--- config.mk ---
export PLATFORM = sky130hd
export DESIGN_NAME = vram_slot_arbiter
export DESIGN_NICKNAME = d
export VERILOG_FILES = /design/src/rtl/vram_slot_arbiter.sv
export SDC_FILE = /design/constraint.sdc
export NUM_CORES = 1
export LEC_CHECK = 0
export CAP_MARGIN = 20
export CORE_UTILIZATION = 42
export CTS_BUF_LIST = sky130_fd_sc_hd__clkbuf_16
export CTS_CLUSTER_SIZE = 12
export DETAILED_ROUTE_END_ITERATION = 8
export PLACE_DENSITY = 0.81
export REMOVE_ABC_BUFFERS = 1
export SLEW_MARGIN = 20
export SYNTH_ARGS = -nofsm -noshare
export SYNTH_HDL_FRONTEND = slang
export SYNTH_SLANG_ARGS = --single-unit
--- constraint.sdc ---
create_clock -name clk_sys -period 1.97 [get_ports clk_sys]
set_clock_uncertainty 0.1 [all_clocks]
set_input_delay 0.4925 -clock clk_sys [delete_from_list [all_inputs] [get_ports clk_sys]]
set_output_delay 0.4925 -clock clk_sys [all_outputs]
set_load 0.03 [all_outputs]
--- src/rtl/vram_slot_arbiter.sv ---
// vram_slot_arbiter: time-slot arbiter sharing one single-port VRAM among the
// tilemap fetcher, the sprite fetcher and the CPU. Each ce_pix pulse opens one
// access slot. The owner of the slot follows from vb/hb/hcount[0]. An access runs
// IDLE -> ISSUE -> CAPTURE -> DONE, so valid/ack arrives three cycles after ce_pix.
// Optional feature: define VRAM_SLOT_DONATE_EN to hand unused tile/sprite slots
// to a waiting CPU request.
module vram_slot_arbiter #(
    parameter int AW = 13,
    parameter int DW = 8
) (
    input  logic          clk_sys,
    input  logic          reset,
    input  logic          ce_pix,
    input  logic          hb,
    input  logic          vb,
    input  logic [8:0]    hcount,
    input  logic          tile_req,
    input  logic [AW-1:0] tile_addr,
    output logic [DW-1:0] tile_data,
    output logic          tile_valid,
    input  logic          spr_req,
    input  logic [AW-1:0] spr_addr,
    output logic [DW-1:0] spr_data,
    output logic          spr_valid,
    input  logic          cpu_req,
    input  logic          cpu_we,
    input  logic [AW-1:0] cpu_addr,
    input  logic [DW-1:0] cpu_din,
    output logic [DW-1:0] cpu_dout,
    output logic          cpu_ack,
    output logic          ram_cs,
    output logic          ram_we,
    output logic [AW-1:0] ram_addr,
    output logic [DW-1:0] ram_din,
    input  logic [DW-1:0] ram_dout
);

    typedef enum logic [1:0] {IDLE, ISSUE, CAPTURE, DONE} state_t;
    typedef enum logic [1:0] {OWN_TILE, OWN_SPR, OWN_CPU} owner_t;

    state_t        state_q, state_d;
    owner_t        own_q, own_d;
    logic [AW-1:0] addr_q, addr_d;
    logic          we_q, we_d;
    logic [DW-1:0] din_q, din_d;
    logic [DW-1:0] tile_data_q, tile_data_d;
    logic [DW-1:0] spr_data_q, spr_data_d;
    logic [DW-1:0] cpu_dout_q, cpu_dout_d;

    owner_t        slot_owner;
    owner_t        grant_owner;
    logic          grant;

    // Decide who owns the slot opening now and whether that owner takes it.
    always_comb begin
        slot_owner = OWN_CPU;
        if (!vb && !hcount[0]) begin
            slot_owner = hb ? OWN_SPR : OWN_TILE;
        end
        grant_owner = slot_owner;
        unique case (slot_owner)
            OWN_TILE: grant = tile_req;
            OWN_SPR:  grant = spr_req;
            default:  grant = cpu_req;
        endcase
`ifdef VRAM_SLOT_DONATE_EN
        // An idle display slot goes to the CPU when it is waiting.
        if (slot_owner != OWN_CPU && !grant && cpu_req) begin
            grant_owner = OWN_CPU;
            grant       = 1'b1;
        end
`endif
    end

    // Slot FSM next state, request latching, RAM strobes and completion pulses.
    always_comb begin
        state_d     = state_q;
        own_d       = own_q;
        addr_d      = addr_q;
        we_d        = we_q;
        din_d       = din_q;
        tile_data_d = tile_data_q;
        spr_data_d  = spr_data_q;
        cpu_dout_d  = cpu_dout_q;
        ram_cs      = 1'b0;
        ram_we      = 1'b0;
        ram_addr    = '0;
        ram_din     = '0;
        tile_valid  = 1'b0;
        spr_valid   = 1'b0;
        cpu_ack     = 1'b0;
        unique case (state_q)
            IDLE: begin
                // Request fields are frozen here; later changes cannot disturb the access.
                if (ce_pix && grant) begin
                    state_d = ISSUE;
                    own_d   = grant_owner;
                    din_d   = cpu_din;
                    we_d    = (grant_owner == OWN_CPU) && cpu_we;
                    unique case (grant_owner)
                        OWN_TILE: addr_d = tile_addr;
                        OWN_SPR:  addr_d = spr_addr;
                        default:  addr_d = cpu_addr;
                    endcase
                end
            end
            ISSUE: begin
                ram_cs   = 1'b1;
                ram_we   = we_q;
                ram_addr = addr_q;
                ram_din  = we_q ? din_q : '0;
                state_d  = CAPTURE;
            end
            CAPTURE: begin
                // RAM read data is valid now, one cycle after the strobe.
                if (!we_q) begin
                    unique case (own_q)
                        OWN_TILE: tile_data_d = ram_dout;
                        OWN_SPR:  spr_data_d  = ram_dout;
                        default:  cpu_dout_d  = ram_dout;
                    endcase
                end
                state_d = DONE;
            end
            default: begin
                tile_valid = (own_q == OWN_TILE);
                spr_valid  = (own_q == OWN_SPR);
                cpu_ack    = (own_q == OWN_CPU);
                state_d    = IDLE;
            end
        endcase
    end

    // State and data registers; reset abandons any access in flight.
    always_ff @(posedge clk_sys) begin
        if (reset) begin
            state_q     <= IDLE;
            own_q       <= OWN_TILE;
            addr_q      <= '0;
            we_q        <= 1'b0;
            din_q       <= '0;
            tile_data_q <= '0;
            spr_data_q  <= '0;
            cpu_dout_q  <= '0;
        end else begin
            state_q     <= state_d;
            own_q       <= own_d;
            addr_q      <= addr_d;
            we_q        <= we_d;
            din_q       <= din_d;
            tile_data_q <= tile_data_d;
            spr_data_q  <= spr_data_d;
            cpu_dout_q  <= cpu_dout_d;
        end
    end

    assign tile_data = tile_data_q;
    assign spr_data  = spr_data_q;
    assign cpu_dout  = cpu_dout_q;

endmodule

# Word level (Yosys, flattened, before mapping)
# Cells that the tools add are included.
# word_totals
reg_bits	50
inputBits	73
out_inout_bits	50
# classes
n_eq_ne	7
muxes	14
n_bitwise	2
reduce_logical	14
# ops
cell	n
$pmux W13 S2	1
$mux W8	2
$mux W13	1
$reduce_and A3 Y1	3
$eq A2 B1 Y1 const B	3
$eq A2 B2 Y1 const B	3
$logic_not A2 Y1	3
$mux W1	6
$pmux W2 S3	1
$mux W2	2
$logic_and A1 B1 Y1	3
$reduce_or A3 Y1	1
$logic_not A1 Y1	2
$ne A2 B2 Y1 const B	1
$not A1 Y1	2
$pmux W1 S2	1
$reduce_and A2 Y1	1
$reduce_or A2 Y1	1

# Logic depth before layout (Yosys ltp)
# Gate-level depths: netlist of run 1.
# logic_depth
ltp_word	8
ltp_mapped	6

# Worst setup path after synthesis of run 1
# Ideal clock, no wire load.
# synth_timing
kind	register to output
startpoint	reg state_q[1]
endpoint	out ram_din[1]
arrival_time_ps	1363
setup_slack_ps	14
stages_incl_launch_ff	5
path_cell_list	dfxtp_1 -> inv_1 -> ha_1 -> clkbuf_1 -> and3_1
# synth_via
elab_chain_len	2
# synth_rtl
element	line_no	rtl
from (decl)	41	state_t state_q, state_d;
from (signal assigned)	146	state_q <= state_d;
$eq A2 B1 Y1	92	unique case (state_q)
$mux W8	92	
to (decl)	34	output logic [DW-1:0] ram_din,
# Every way passes these cells.

# Final worst setup path of run 1
# layout_timing
startpoint	reg state_q[1]
endpoint	out ram_din[2]
# The elaborated chain is that of the path after synthesis.

==> results of run 1 <==
[worst paths after layout]
path | endpoint | slack [ns] | cells past startpoint
max reg2reg | tile_data[4] | 0.22 | 5
min reg2reg | tile_data[6] | 0.36 | 2
min | tile_data[6] | 0.36 | 2
max | ram_din[2] | 0.02 | 5
[report_power, final]
group | leakage (nW) | internal, mW | switching, mW
Clock | 0.0750 | 0.466 | 0.372
Combinational | 1.32 | 0.621 | 0.560
Sequential | 0.407 | 1.13 | 0.0849
[flip-flops by register name, indices dropped and copies added, names as in the netlist]
signal / flops
addr_q: 13
cpu_dout: 8
din_q: 8
own_q: 2
spr_data: 8
state_q: 2
tile_data: 8
we_q: 1
[cell type report]
| class | count | area (µm²) |
|---|---|---|
| Clock inverter | 3 | 17.5 |
| Inverter | 3 | 11.3 |
| Tap cell | 75 | 93.8 |
| Multi-Input combinational cell | 203 | 1620 |
| Timing Repair Buffer | 132 | 1330 |
| Clock buffer | 5 | 125 |
| Fill cell | 474 | 1820 |
| Sequential cell | 50 | 1000 |
[cell families after synthesis]
kind of cell,count (synthesis),share of synthesized area (%)
compound gates,39,12.8
fa+ha+maj,5,2.34
buf+inv,26,4.67
flops,50,37.4
mux,56,21.2
simple gates,103,21.6
[cells in the final DEF, fill, tap and decap left out, types with 13 or more instances in the layout]
cell type / count
o21ba_2: 13
nor2_1: 20
dfxtp_1: 47
a211o_1: 13
mux2i_1: 53
clkdlybuf4s50_1: 87
buf_4: 22
nand2b_1: 33
buf_6: 18
nand2_1: 16
[stage by stage]
stage / worst slack [ns] / total power, mW / std cells / hold slack (ns) / TNS [ns]
finish: 0.0228 / 3.24 / 471 / 0.363 / 0
global route: -0.0363 / 3.41 / 471 / 0.380 / -0.0609
CTS: 0.0248 / 3.25 / 471 / 0.364 / 0
detailed placement: -0.264 / 2.29 / 461 / 0.353 / -4.73
global placement: -0.256 / 2.25 / 461 / 0.342 / -4.13
floorplan: -0.423 / 1.78 / 256 / 0.343 / -3.38
[per-layer routing]
layer | wire (µm) | track usage (%) | part of all wire (%)
met1 | 2960 | 26.4 | 42
met2 | 3770 | 39.3 | 53
met4 | 100 | 6.14 | 1.4
met5 | 0 | 0 | 0
met3 | 278 | 4.89 | 3.9
[critical path: cells and delay by family, from the launching register on]
family	cells	cell delay, ns
fa+ha+maj	1	0.19
buf+inv	3	0.36
flops	1	0.33
simple gates	1	0.19
[what timing repair did]
| item | CTS | global route |
|---|---|---|
| gates resized for setup | 20 | 15 |
| endpoints found under the setup margin | 22 | 15 |
| setup buffers | 1 | 0 |
| pin swaps | 1 | 2 |
| hold buffers | 0 | 0 |
| cloned | 1 | 0 |
==> flow_summary.json, run 1 <==
{
  "path_cells": "inv_2, ha_4, buf_12, and3_1, buf_6",
  "ys_ff_latch": 50,
  "period_needed_ns": 1.95,
  "post-route-util_pct": 69.7,
  "cts_root_buffer": "clkbuf_16",
  "synth_cell_type_count": 33,
  "avgViaCountPerCell": 5.09,
  "critPathSlowestCell": "dfxtp_2",
  "final_antenna_net_count": 0,
  "cp.arrival_ns": 1.35,
  "drtIter0Drc": 95,
  "yosysWarnings": 0,
  "areaGrowthSynthToFinish_pct": 56.8,
  "gr-usage-all-layers_pct": 22.1,
  "netlist_area_mm2": 0.00268,
  "post_drt_wl_per_cell_um": 15.1,
  "cts_inserted_buffers": 5,
  "io_buffers": 114,
  "rows": 28,
  "clock_latency_ns": 0.29,
  "core_area_mm2": 0.00603,
  "fin_area_mm2": 0.00420,
  "hold_path.class": "flop to flop",
  "dp_hpwl_mm": 4.99,
  "p_leak_nw": 1.80,
  "synth.area.top_cells": "dfxtp_1 37%, mux2i_1 20%, nand2b_1 7.7%, o21ba_2 4.9%, a211o_1 4.3%",
  "vdd_drop_max_uv": 430,
  "antenna_found_initial": 0,
  "critPathLaunchType": "flop",
  "yosysTopAreaCell": "dfxtp_1",
  "synth_cells": 279,
  "die_y_um": 81.9,
  "cts-htree-levels": 2,
  "synthTopCellsByCount": "53 x mux2i_1, 50 x dfxtp_1, 33 x nand2b_1",
  "async_flop_share_pct": 0,
  "cts_buffer_depth": 2,
  "routed_wl_mm": 7.11,
  "crit_path_max_fanout": 12,
  "yosysSeqAreaShare_pct": 37.4,
  "synth_enable_flop_cells": 0,
  "worstPathRequired_ns": 1.38,
  "drv_cap": 0,
  "grt_max_degree": 28,
  "cp-end-kind": "output pin",
  "avgSynthCellArea_um2": 9.60,
  "fin_crit_sh_pct": 98.8,
  "initial_utilization_pct": 44.5,
  "rsz0062_at_grt": "true",
  "die-area_mm2": 0.00670,
  "cpPeakStageDelay_ns": 0.33,
  "relSlewSlack_pct": 67.5,
  "max_freq_ghz": 0.514,
  "io_pins": 123,
  "nNetsFinal": 473,
  "drive_above_1_share_pct": 21.5,
  "synth.top_cell.area_share_pct": 37.4,
  "gp_congestion": 0.775,
  "hp-start": "tile_data[6]",
  "grt_pass1_vias": 2262,
  "hold_viol": 0,
  "setup-violations-final": 0,
  "grt_pass1_wl_mm": 11.1,
  "routed-via-count": 2399,
  "status": "completed",
  "die_x_um": 81.9,
  "power_density_mw_per_mm2": 770,
  "overflow": 0,
  "detail_route.drc_violations": 0,
  "diodes": 0,
  "synth_flop_cell": "dfxtp_1",
  "tightest_slew_ns": 0.486,
  "crit_start": "state_q[1]",
  "place_area_mm2": 0.00389,
  "timing.rr.start": "state_q[0]",
  "drt_pass1_iterations": 4,
  "cts_sinks": 50,
  "crit_type": "flop to output pin",
  "clk_pin_slew_ns": 0.06,
  "drv_slew": 0,
  "yosysMostFrequentCell": "mux2i_1",
  "cts_tree": "built"
}
Note: power is estimated with default switching activity, not from simulation.
==> inputs of run 2 (changes only) <==
Settings changed: CORE_MARGIN from default to 2, CORE_UTILIZATION 42 to 40, PLACE_DENSITY 0.81 to 0.78, TNS_END_PERCENT from default to 30.
==> run 2 against run 1 <==
- the run now ends with design-rule violations left
- die area increased by 9.9%
- sequential power about the same
- global-route usage down 4.4 points
- final cell count rose by 1.1%
- critical path type is now input pin to flop
- critical endpoint is now we_q
- largest power group unchanged
==> flow_summary.json, run 2 (synthesis gave the netlist of run 1 again) <==
{
  "status": "finished with violations",
  "violations": "design-rule violations",
  "max_freq_ghz": 0.524,
  "largest_reg_flops": 13,
  "vdd_drop_max_uv": 458,
  "cts_sinks": 50,
  "clkPwrFrac_pct": 29.5,
  "cts_inserted_buffers": 5,
  "holdWs_ns": 0.356,
  "setup-violations-final": 0,
  "p_comb_share_pct": 33.6,
  "r2r.worst_path.cells": 6,
  "avgViaCountPerCell": 4.90,
  "initial_utilization_pct": 41.7,
  "hold_path_end": "tile_data[2]",
  "cp-end-kind": "flop",
  "cp.arrival_ns": 1.98,
  "post-route-util_pct": 64.4,
  "grt_pass1_wl_mm": 10.6,
  "routed_wl_mm": 6.47,
  "die_x_um": 85.8,
  "intPower_mw": 2.30,
  "drt_pass1_iterations": 6,
  "core_area_mm2": 0.00642,
  "power_density_mw_per_mm2": 793,
  "n_fill_cell": 553,
  "cpPeakStageDelay_ns": 0.51,
  "overflow": 0,
  "p_leak_nw": 1.82,
  "worst-path-buf-inv": 2,
  "hp-start": "tile_data[2]",
  "crit_family": "buffers and inverters",
  "dp_hpwl_mm": 4.99,
  "cts-htree-levels": 2,
  "nNetsFinal": 476,
  "crit_path_max_fanout": 5,
  "diodes": 0,
  "fin_area_mm2": 0.00414,
  "worstPathRequired_ns": 2.04,
  "critPathLaunchType": "input pin",
  "clk_pin_slew_ns": 0.07,
  "r2r_slack_ns": 0.25,
  "cts_tree": "built",
  "cts_root_buffer": "clkbuf_16",
  "gp_congestion": 0.736,
  "drive_above_1_share_pct": 20.3,
  "place_area_mm2": 0.00390,
  "critPathSlowestCell": "clkdlybuf4s50_1",
  "tightest_slew_ns": 0.331,
  "path_cells": "clkdlybuf4s50_1, mux2_4, o2111a_1, buf_4, mux2i_1",
  "areaGrowthSynthToFinish_pct": 54.5,
  "switchingPower_mw": 0.977,
  "io_pins": 123,
  "seqPwrFrac_pct": 37.0,
  "p_sw_share_pct": 29.8,
  "die_y_um": 85.8,
  "fin_cells": 476,
  "die-area_mm2": 0.00737,
  "timing.rr.start": "state_q[0]",
  "detail_route.drc_violations": 3,
  "routed-via-count": 2331,
  "clock_latency_ns": 0.28,
  "final_antenna_net_count": 0,
  "min_path_cells": 2,
  "tns_ns": 0,
  "antenna_found_initial": 0,
  "drtIter0Drc": 75,
  "period_needed_ns": 1.91,
  "highest_layer": "met4",
  "drv_cap": 0,
  "cts_buffer_depth": 2,
  "met1_length_mm": 2.83,
  "grt_pass1_vias": 2271,
  "hold_viol": 0,
  "rsz0062_at_grt": "false",
  "layout_commonest_cell": "clkdlybuf4s50_1",
  "place_inst": 467,
  "io_buffers": 114,
  "post_drt_wl_per_cell_um": 13.6,
  "crit_type": "input pin to flop",
  "gr-usage-all-layers_pct": 17.6,
  "mostFrequentLayoutCells": "86 x clkdlybuf4s50_1, 53 x mux2i_1, 47 x dfxtp_1",
  "hold_path.class": "flop to flop",
  "r2r_end": "spr_data[5]",
  "regMostFlops": "addr_q",
  "grt_max_degree": 27,
  "met2_length_mm": 3.25,
  "drv_slew": 0,
  "wl_met3_um": 300,
  "fin_crit_sh_pct": 97.0,
  "rows": 29,
  "relSlewSlack_pct": 77.8
}
[run 2: changes by cell type in the layout (fill, tap and decap cells not counted), sizes merged]
cell | before | now
buf | 45 | 48
bufinv | 0 | 1
clkdlybuf4s50 | 87 | 86
clkinv | 2 | 1
dlymetal6s2s | 0 | 1
[run 2: cell type report]
class	count	area [µm²]	area share [%]
Multi-Input combinational cell	203	1590	38.4
Clock inverter	3	42.5	1.03
Clock buffer	5	125	3.02
Sequential cell	50	1010	24.3
Tap cell	77	96.3	2.33
Inverter	3	11.3	0.272
Timing Repair Buffer	135	1270	30.6
[run 2: per-layer routing]
metal | vias to the layer above | global-route usage, %
met2 | 59 | 32.0
met5 | - | 0
met4 | 0 | 5.34
met3 | 7 | 2.89
li1 | 1197 | -
met1 | 1068 | 21.3
[run 2: timing repair]
action	4_1_cts	5_1_grt
buffers inserted	1	0
setup endpoints to repair	22	23
hold buffers	0	0
resized for setup	6	11
pin swaps	0	1
[run 2: stage by stage]
step / total power [mW] / worst slack, ns
6_report: 3.28 / 0.0598
3_5_place_dp: 2.27 / -0.282
4_1_cts: 3.27 / -0.0129
2_1_floorplan: 1.78 / -0.423
3_3_place_gp: 2.25 / -0.263
5_1_grt: 3.46 / 0.00418
[run 2: worst max-delay path by stage]
stage	startpoint	endpoint	slack (ns)	cells past startpoint
after floorplan	state_q[0]	spr_data[0]	-0.42	5
after global placement	hb	state_q[0]	-0.26	4
after detailed placement	hb	state_q[0]	-0.28	4
after CTS	state_q[1]	ram_din[5]	-0.01	5
after global routing	state_q[1]	cpu_ack	0.004	4
final	hb	we_q	0.06	5
[run 2: power groups by stage]
stage                     Clock (mW)  Combinational [mW]  Sequential [mW]
after floorplan                    0               0.510             1.27
after global placement             0                1.03             1.22
after detailed placement           0                1.04             1.23
after CTS                      0.989                1.08             1.21
after global routing            1.04                1.19             1.23
final                          0.966                1.10             1.21
[run 2: worst register-to-register path, delay by kind of cell, from the launching register on]
family        cells  cell delay (ns)
simple gates      2             0.35
fa+ha+maj         1             0.25
buf+inv           2             0.34
mux               1             0.23
flops             1             0.35
==> inputs of run 3 (changes only) <==
Settings changed: ABC_AREA from default to 1, ABC_CLOCK_PERIOD_IN_PS from default to 1970, CAP_MARGIN 20 to default, PLACE_DENSITY 0.78 to 0.8.
==> run 3 against run 2 <==
- the flow now finishes without violations
- sequential share of layout area increased by 1.7 points
- sequential cell count did not move
- core utilization up 0.77 points
- die area down 7.9%
- register-to-register slack better by 0.05 ns
- via count increased by 14%
- worst hold slack gained 0.0084 ns
- synthesized cell count is 39% higher
- critical path depth fell by 4
- worst setup slack lost 0.018 ns
- largest power group is now combinational logic
==> flow_summary.json, run 3 <==
{
  "status": "completed",
  "critPathSlowestCell": "clkdlybuf4s50_1",
  "clock_latency_ns": 0.28,
  "cts_root_buffer": "clkbuf_16",
  "cp.arrival_ns": 1.34,
  "nNetsFinal": 586,
  "routed-via-count": 2649,
  "switchingPower_mw": 1.32,
  "drive_above_1_share_pct": 12.0,
  "io_pins": 123,
  "yosysTopAreaCell": "dfxtp_1",
  "setup-violations-final": 0,
  "hold_path.class": "flop to flop",
  "fin_crit_sh_pct": 97.9,
  "worstPathRequired_ns": 1.38,
  "synthTopCellsByCount": "115 x nand2_1, 94 x nor2_1, 50 x dfxtp_1",
  "detail_route.drc_violations": 0,
  "dp_hpwl_mm": 5.13,
  "rows": 28,
  "yosysSeqAreaShare_pct": 40.8,
  "drt_pass1_iterations": 4,
  "diodes": 0,
  "cts_sinks": 50,
  "cts_inserted_buffers": 5,
  "die-area_mm2": 0.00678,
  "yosysWarnings": 0,
  "core_area_mm2": 0.00592,
  "synth.top_cell.area_share_pct": 40.8,
  "async_flop_share_pct": 0,
  "synth_cell_type_count": 19,
  "fin_area_mm2": 0.00386,
  "worst-path-buf-inv": 1,
  "final_antenna_net_count": 0,
  "place_area_mm2": 0.00365,
  "io_buffers": 114,
  "areaGrowthSynthToFinish_pct": 57.2,
  "vdd_drop_max_uv": 610,
  "crit_path_max_fanout": 2,
  "regMostFlops": "addr_q",
  "clk_pin_slew_ns": 0.07,
  "intPower_mw": 2.39,
  "layout_commonest_cell": "nand2_1",
  "relSlewSlack_pct": 64.3,
  "crit_family": "buffers and inverters",
  "grt_pass1_wl_mm": 11.2,
  "synth_flop_cell": "dfxtp_1",
  "seqPwrFrac_pct": 34.7,
  "gp_congestion": 0.807,
  "avgSynthCellArea_um2": 6.31,
  "synth_enable_flop_cells": 0,
  "holdWs_ns": 0.365,
  "path_cells": "clkdlybuf4s50_1",
  "drtIter0Drc": 84,
  "p_leak_nw": 1.88,
  "mostFrequentLayoutCells": "114 x nand2_1, 93 x nor2_1, 88 x clkdlybuf4s50_1",
  "regArea_mm2": 0.00100,
  "largest_reg_flops": 13,
  "routed_wl_mm": 6.78,
  "n_fill_cell": 521,
  "rsz0062_at_grt": "true",
  "hold_buffers": 0,
  "tightest_slew_ns": 0.535,
  "critPathLaunchType": "flop",
  "clkPwrFrac_pct": 26.7,
  "ys_ff_latch": 50,
  "overflow": 0,
  "cts_tree": "built",
  "antenna_found_initial": 0,
  "crit_type": "flop to output pin",
  "p_sw_share_pct": 35.5,
  "max_freq_ghz": 0.519,
  "synth_cells": 389,
  "multiInputGateArea_mm2": 0.00121,
  "initial_utilization_pct": 41.5,
  "synth.area.top_cells": "dfxtp_1 41%, nand2_1 18%, nor2_1 14%, inv_1 6.9%, nand3_1 5.1%",
  "p_comb_share_pct": 38.6,
  "die_x_um": 82.4,
  "cp-end-kind": "output pin",
  "post_drt_wl_per_cell_um": 11.6,
  "yosysMostFrequentCell": "nand2_1",
  "grt_max_degree": 35,
  "drv_slew": 0,
  "netlist_area_mm2": 0.00246,
  "period_needed_ns": 1.93,
  "drv_cap": 0,
  "cpPeakStageDelay_ns": 0.71,
  "cts-htree-levels": 2,
  "cts_buffer_depth": 2,
  "avgViaCountPerCell": 4.54,
  "power_density_mw_per_mm2": 960,
  "hold_viol": 0,
  "grt_pass1_vias": 2503,
  "gr-usage-all-layers_pct": 21.2,
  "die_y_um": 82.4
}
[run 3: cell count changes after synthesis, sizes merged, moves of 16 or more]
cell / delta
inv: +44
mux2i: -53
nand2: +100
nand2b: -33
nand3: +27
nor2: +76
o21ai: +16
[run 3: per-stage QoR]
step                      cells  setup WS (ns)  util, %  total power, mW  TNS [ns]
after floorplan             373         -0.327        -             2.12     -2.74
after global placement      576         -0.324     61.7             2.64     -5.01
after detailed placement    576         -0.288     61.7             2.68     -4.95
after CTS                   584        0.00513     65.1             3.73         0
after global routing        584       -0.00101     65.2             3.96  -0.00101
final                       584         0.0416     65.2             3.71         0
[run 3: cell type report]
type / count / area share (%)
clock inverters: 3 / 1.23
repair buffers: 128 / 31.1
flip-flops and latches: 50 / 26.0
well taps: 75 / 2.43
inverters: 47 / 4.57
clock buffers: 5 / 3.24
multi-input cells: 276 / 31.4
[run 3: kinds of logic after synthesis]
kind of cell / after synthesis / share of synthesized area (%)
buffers and inverters: 63 / 11.0
AOI/OAI and AO/OA: 28 / 5.71
DFF: 50 / 40.8
adders and majority gates: 5 / 2.55
and+or+nand+nor: 243 / 40.0
[run 3: power by group through the flow]
stage	Clock (mW)	Combinational, mW	Sequential [mW]
floorplan	0	0.695	1.42
global placement	0	1.35	1.29
CTS	1.01	1.44	1.29
global route	1.05	1.60	1.31
detailed placement	0	1.39	1.30
finish	0.988	1.43	1.29
[run 3: per-layer routing]
metal | global-route usage [%] | wire [µm] | vias up
met4 | 6.83 | 150 | 0
met2 | 39.1 | 3520 | 55
met5 | 0 | 0 | -
met3 | 4.24 | 247 | 10
li1 | - | - | 1419
met1 | 24.3 | 2860 | 1165
[run 3: final timing paths]
| path | from | slack (ns) | depth (start not counted) | end |
|---|---|---|---|---|
| min reg2reg | cpu_dout[0] | 0.36 | 2 | cpu_dout[0] |
| max reg2reg | state_q[0] | 0.30 | 8 | tile_data[2] |
| min | cpu_dout[0] | 0.36 | 2 | cpu_dout[0] |
| max | spr_data[7] | 0.04 | 1 | spr_data[7] |
[run 3: what timing repair did]
item	4_1_cts	5_1_grt
setup endpoints to repair	22	27
setup buffers	0	0
resized for setup	8	3
